`config.mk`:
```
export PLATFORM = sky130hd
export DESIGN_NAME = fetch_unit
export DESIGN_NICKNAME = d
export VERILOG_FILES = /design/src/rtl/fetch_unit.sv
export SDC_FILE = /design/constraint.sdc
export NUM_CORES = 1
export LEC_CHECK = 0
export CAP_MARGIN = 10
export CORE_UTILIZATION = 41
export DETAILED_ROUTE_END_ITERATION = 10
export GPL_TIMING_DRIVEN = 0
export MAX_ROUTING_LAYER = met4
export PLACE_DENSITY = 0.62
export SYNTH_ARGS = -nofsm -noshare
export SYNTH_HDL_FRONTEND = slang
export SYNTH_SLANG_ARGS = --single-unit
```
`constraint.sdc`:
```
create_clock -name i_clk -period 4.1 [get_ports i_clk]
set_clock_uncertainty 0.2 [all_clocks]
set_input_delay 0.82 -clock i_clk [delete_from_list [all_inputs] [get_ports i_clk]]
set_output_delay 0.82 -clock i_clk [all_outputs]
set_load 0.005 [all_outputs]
```
`src/rtl/fetch_unit.sv`:
```
// Instruction-fetch front end: drives the imem address, queues {pc, inst}
// pairs in a DEPTH-entry FIFO and hands them to decode via valid/ready.
//
// Ports:
//   i_clk, i_rst       clock, synchronous active-high reset
//   o_addr_inst        word-aligned fetch address (the PC register)
//   i_inst             instruction returned combinationally for o_addr_inst
//   o_valid/o_pc/o_inst head of fetch queue (pc/inst forced to 0 when empty)
//   i_ready            decode accepts the head this cycle
//   i_redirect(_pc)    control-flow change: flush queue, refetch from target
//   o_stall_cnt        full-queue stall cycles
//
// Optional feature: define FETCH_STALL_CNT_EN to build the stall counter;
// otherwise o_stall_cnt is tied to zero.

module fetch_unit #(
    parameter int unsigned DEPTH    = 4,
    parameter logic [31:0] RESET_PC = 32'h0000_0000
) (
    input  logic        i_clk,
    input  logic        i_rst,
    output logic [31:0] o_addr_inst,
    input  logic [31:0] i_inst,
    output logic        o_valid,
    output logic [31:0] o_pc,
    output logic [31:0] o_inst,
    input  logic        i_ready,
    input  logic        i_redirect,
    input  logic [31:0] i_redirect_pc,
    output logic [31:0] o_stall_cnt
);

    localparam int unsigned AW = $clog2(DEPTH);
    localparam logic [AW:0] FULL = (AW+1)'(DEPTH);
    localparam logic [31:0] RST_PC = RESET_PC & 32'hFFFF_FFFC;

    typedef struct packed {
        logic [31:0] pc;
        logic [31:0] inst;
    } fq_entry_t;

    fq_entry_t         mem_q [DEPTH];
    fq_entry_t         mem_d [DEPTH];
    logic [31:0]       pc_q, pc_d;
    logic [AW:0]       count_q, count_d;
    logic [AW-1:0]     rd_q, rd_d;
    logic [AW-1:0]     wr_q, wr_d;
    logic              pop;
    logic              push;
    fq_entry_t         head;

    // Low target bits are dropped: fetch is always word aligned.
    logic unused_redirect_lsbs;
    assign unused_redirect_lsbs = ^i_redirect_pc[1:0];

    assign head        = mem_q[rd_q];
    assign o_valid     = (count_q != '0);
    assign o_pc        = o_valid ? head.pc : 32'h0;
    assign o_inst      = o_valid ? head.inst : 32'h0;
    assign o_addr_inst = pc_q;

    assign pop  = o_valid & i_ready;
    // A full queue can still accept a fetch when the head leaves this cycle.
    assign push = !i_redirect & ((count_q < FULL) | pop);

    always_comb begin
        pc_d    = pc_q;
        count_d = count_q;
        rd_d    = rd_q;
        wr_d    = wr_q;
        mem_d   = mem_q;
        if (i_redirect) begin
            // Flush everything; the head seen this cycle is not consumed.
            pc_d    = {i_redirect_pc[31:2], 2'b00};
            count_d = '0;
            rd_d    = '0;
            wr_d    = '0;
        end else begin
            if (push) begin
                mem_d[wr_q] = '{pc: pc_q, inst: i_inst};
                wr_d        = wr_q + AW'(1);
                pc_d        = pc_q + 32'd4;
            end
            if (pop) begin
                rd_d = rd_q + AW'(1);
            end
            count_d = count_q + {{AW{1'b0}}, push} - {{AW{1'b0}}, pop};
        end
    end

    always_ff @(posedge i_clk) begin
        if (i_rst) begin
            pc_q    <= RST_PC;
            count_q <= '0;
            rd_q    <= '0;
            wr_q    <= '0;
        end else begin
            pc_q    <= pc_d;
            count_q <= count_d;
            rd_q    <= rd_d;
            wr_q    <= wr_d;
        end
    end

    // Payload storage needs no reset; count gates visibility.
    always_ff @(posedge i_clk) begin
        mem_q <= mem_d;
    end

`ifdef FETCH_STALL_CNT_EN
    logic [31:0] stall_q, stall_d;

    always_comb begin
        stall_d = stall_q;
        if (!i_redirect && (count_q == FULL) && !pop) begin
            stall_d = stall_q + 32'd1;
        end
    end

    always_ff @(posedge i_clk) begin
        if (i_rst) begin
            stall_q <= '0;
        end else begin
            stall_q <= stall_d;
        end
    end

    assign o_stall_cnt = stall_q;
`else
    assign o_stall_cnt = 32'h0;
`endif

endmodule

```
; ---- Word-level counts from Yosys, hierarchy flattened
; Index checks and enable logic that the tools add are counted.
[word_totals]
reg_bits = 295
latch_bits = 0
ram_bits = 0
mem_bits_ro = 0
input_bits = 68
n_memories = 0
[classes]
n_addsub = 5
mul = 0
div = 0
order_cmp = 4
n_eq_ne = 0
n_shift = 0
mux = 10
bitwise_logic = 6
n_reduce_logical = 6
[op_table]
columns = operator, n
row1 = $bwmux 256, 1
row2 = $mux 64, 3
row3 = $bmux 64 s2, 1
row4 = $demux 64 s2, 1
row5 = $mux 32, 4
row6 = $add 32x3->32 const B, 1
row7 = $ge 3x3->1 const B, 2
row8 = $not 2->3, 2
row9 = $add 2x1->2 const B, 2
row10 = $add 3x1->3, 1
row11 = $lt 3x1->1 const B, 1
row12 = $lt 3x3->1 const B, 1
row13 = $reduce_bool 3->1, 1
row14 = $sub 3x1->3, 1
row15 = $and 1x1->1, 2
row16 = $reduce_and 2->1, 1
row17 = $reduce_bool 2->1, 1
row18 = $reduce_or 2->1, 1
row19 = $logic_and 1x1->1, 1
row20 = $logic_not 1->1, 1
row21 = $not 1->1, 1
row22 = $or 1x1->1, 1

; ---- Depth between registers and ports, before layout
[logic_depth]
word_depth = 6
depth_mapped = 12

; ---- Worst setup path before layout
; OpenSTA, ideal clock, no wires.
[synth_timing]
kind = input -> register
startpoint = in i_redirect
endpoint = reg mem_q[0] in the netlist's numbering, enable pin
t_arrival_ns = 2.950
required_time_ns = 3.473
setup_slack_ns = 0.524
cell_stages = 4
path_cell_list = inv_1 -> clkbuf_1 -> clkbuf_1 -> and3_1
[synth_via]
elab_chain_cells = 3
word_cells_on_any_way = 4
cone_classes = bitwise (2) / reduce/logical (2)
[synth_lines]
columns = element, line_no
row1 = "start, declared", 28  ; input logic i_redirect,
row2 = $logic_not 1->1, 64  ; assign push = !i_redirect & ((count_q < FULL) | pop);
row3 = $and 1x1->1, 64
row4 = $reduce_and 2->1 (no source line) (*), --
row5 = "end signal, assigned", 107  ; mem_q <= mem_d;
row6 = "end, declared", 42  ; fq_entry_t mem_q [DEPTH];
; Mark *: on every way between the ends. The rest lies on a longest branch, timed or not.
; A chain may end at the register's enable or synchronous reset.

; ---- Worst setup path in the final report
[layout_timing]
startpoint = reg rd_q[1]
endpoint = out o_inst[17]
[layout_via]
elab_chain_cells = 5
[layout_lines]
columns = element, line_no
row1 = "start, declared", 46  ; logic [AW-1:0] rd_q, rd_d;
row2 = "start signal, assigned", 100  ; rd_q <= rd_d;
row3 = $not 2->3 (not written as such), 56  ; assign head = mem_q[rd_q];
row4 = $bmux 64 s2, 56
row5 = $mux 64 (not written as such) (2 in a row), 56
row6 = $mux 32, 59  ; assign o_inst = o_valid ? head.inst : 32'h0;
row7 = "end, declared", 26  ; output logic [31:0] o_inst,
; No other way between the ends. The select of a mux whose other input is x is not followed.

==> reports/metrics.yaml <==
synth-edff-count: 248
initial_utilization_pct: 42.2
nNetsFinal: 1009
final.min_clock_period_ns: 3.91
hp-start: "wr_q[1]"
cp.arrival_ns: 2.89
clockRootBuffer: "clkbuf_16"
synth_xor_xnor_area_share_pct: 1.11
synthSimpleGateAreaFrac_pct: 9.13
synth_mux_area_share_pct: 11.8
max-cap-violations: 0
syn_area_per_cell_sq_um: 16.8
final_hold_viol_count: 0
rr_worst_depth: 11
place.gp.congestion: 0.834
htree_levels: 1
clk_latency_ns: 0.55
synth_cells: 705
worstSetupStartpoint: "rd_q[1]"
hold_depth: 2
tightest_slew_ns: 0.660
antenna_found_initial: 0
vias: 6763
layout_common_cells: "edfxtp_1 (248), clkdlybuf4s50_1 (158), and2_1 (65)"
cp-start-kind: "flop"
grt.total_usage_pct: 18.0
r2r-start: "count_q[2]"
die_area_sq_mm: 0.0296
grt_pass1_wl_microns: 38800
ant_nets: 0
cts_buffers: 30
viasPerCell: 5.07
status: "finished, final reports clean"
fmax_ghz: 0.256
drv_slew: 0
fin_crit_sh_pct: 95.4
r2r_setup_slack_ns: 1.22
placed_cells: 1280
drive_gt1_share_pct: 18.3
crit_fanout: 10
wire_per_inst_microns: 19.3
cts_tree: "done"
power_density_mw_per_mm2: 441
clock_sinks: 285
gr-total-overflow: 0
grt_max_degree: 41
hp-class: "flop to flop"
post-cts-setup-buffer-count: 0
synth_top_family_by_area: "multiplexers"
power_mw: 6.69
layout_commonest_cell: "edfxtp_1"
first_pass_iters: 5
ys_warn_count: 0
area_delta_synth_final_pct: 28.0
synthesis.area_sq_mm: 0.0118
routed_wl_microns: 25800
io_pins: 197
drt_iter0_drc: 544
grt_pass1_vias: 6689
end_kind: "output port"
p_leak_nw: 5.06
crit_type: "flop to output port"
place_hpwl_microns: 16700
clk_pin_slew_ns: 0.06
row_count: 61
synthArstFlopShare_pct: 0
slew_headroom_pct: 56.0
crit_required_ns: 3.08
port_buffers: 158
clk_path_buf_depth: 3
synth_fa_ha_area_share_pct: 0.909
synth_compound_area_share_pct: 3.51
diodes: 0
synth.distinct_cells: 47
drc: 0
reg2reg_to: "count_q[2]"
setup_violations: 0
die_h_microns: 172
synth_ff_type: "edfxtp_1"
ys_seq_area_share_pct: 69.2
core-area_sq_mm: 0.0281
rsz0062_at_grt: "no"
chipWidth_microns: 172
synth-seq-cells: 285
min_to: "wr_q[1]"
ir_drop_mv: 0.302
layoutNonFillerInstCount: 1335
registers in the layout (all words and copies together) (netlist names):
signal / flops
count_q: 3
mem_q: 248
rd_q: 2
wr_q: 2
o_addr_inst: 30
how the worst max path moves through the flow:
stage,to,slack [ns]
finish,o_inst[17],0.19
global placement,mem_q[218],-1.51
floorplan,mem_q[0],0.52
detailed placement,mem_q[92],0.37
global route,o_inst[17],0.03
CTS,o_pc[25],0.07
cells in the mapped netlist, types with 4 or more instances:
| cell type | count | area (sq um) |
|---|---|---|
| nand2_1 | 21 | 78.8 |
| mux4_2 | 62 | 1400 |
| and3_1 | 7 | 43.8 |
| a311oi_1 | 11 | 96.3 |
| clkbuf_1 | 27 | 101 |
| edfxtp_1 | 248 | 7450 |
| nor2b_1 | 4 | 25.0 |
| buf_4 | 36 | 270 |
| o31ai_1 | 9 | 67.6 |
| xnor2_1 | 9 | 78.8 |
| or4_1 | 8 | 60.1 |
| nor4_1 | 7 | 43.8 |
| and2_1 | 65 | 407 |
| dfxtp_1 | 37 | 741 |
| and4_1 | 4 | 35.0 |
| nor2_1 | 36 | 135 |
| ha_1 | 7 | 87.6 |
| inv_1 | 13 | 48.8 |
| nand4_1 | 9 | 56.3 |
| a2111oi_1 | 4 | 40.0 |
| or3_1 | 4 | 25.0 |
| nand3_1 | 14 | 70.1 |
| a211oi_1 | 10 | 75.1 |
| xor2_1 | 6 | 52.6 |
| buf_2 | 10 | 50.1 |
where the power goes:
part / leakage, nW / switching, mW / internal [mW]
Clock: 0.490 / 1.08 / 1.64
Sequential: 2.61 / 0.0745 / 3.28
Combinational: 1.96 / 0.264 / 0.351
worst max-delay path: stages, from the launching register on:
cell and delay [ns]:
dfxtp_1 0.30, clkbuf_1 0.45, clkbuf_1 0.57, mux4_2 0.40, and2_1 0.18, clkdlybuf4s50_1 0.45
final cells by class:
type                    instances  area (sq um)
fillers                      2361         12900
flip-flops and latches        285          8190
multi-input cells             363          3290
repair buffers                162          1680
clock buffers                  44           863
well taps                     378           473
plain buffers                  78           468
clock inverters                12           144
inverters                      13          48.8
per-layer routing:
| layer | wire (microns) | up-vias | global-route usage (%) |
|---|---|---|---|
| li1 | - | 3146 | - |
| met1 | 11600 | 3375 | 24.9 |
| met2 | 12400 | 206 | 28.6 |
| met3 | 1410 | 36 | 2.59 |
| met4 | 351 | 0 | 3.62 |
| met5 | 0 | - | - |
cell families (layout without fill, tap and decap cells):
logic type | Yosys count | in the layout
mux | 62 | 62
fa+ha+maj | 8 | 8
simple gates | 190 | 190
flops | 285 | 285
xor+xnor | 15 | 15
compound gates | 52 | 52
buf+inv | 92 | 309
other cells | 1 | 36
what timing repair did:
action	in CTS	in global routing
resized for setup	1	6
setup endpoints to repair	53	24
pin swaps	0	0
hold buffers	0	0
metrics by stage:
step	worst slack, ns	util, %	cell area, sq um	setup TNS [ns]	hold WS (ns)
after global placement	-1.51	49.9	14000	-363.87	0.283
after global routing	0.0284	54.0	15200	0	0.336
after detailed placement	0.368	50.4	14100	0	0.289
after floorplan	0.524	-	12000	0	0.265
final	0.190	54.0	15200	0	0.299
after CTS	0.0699	53.9	15200	0	0.298
Note: power is estimated with default switching activity, not from simulation.
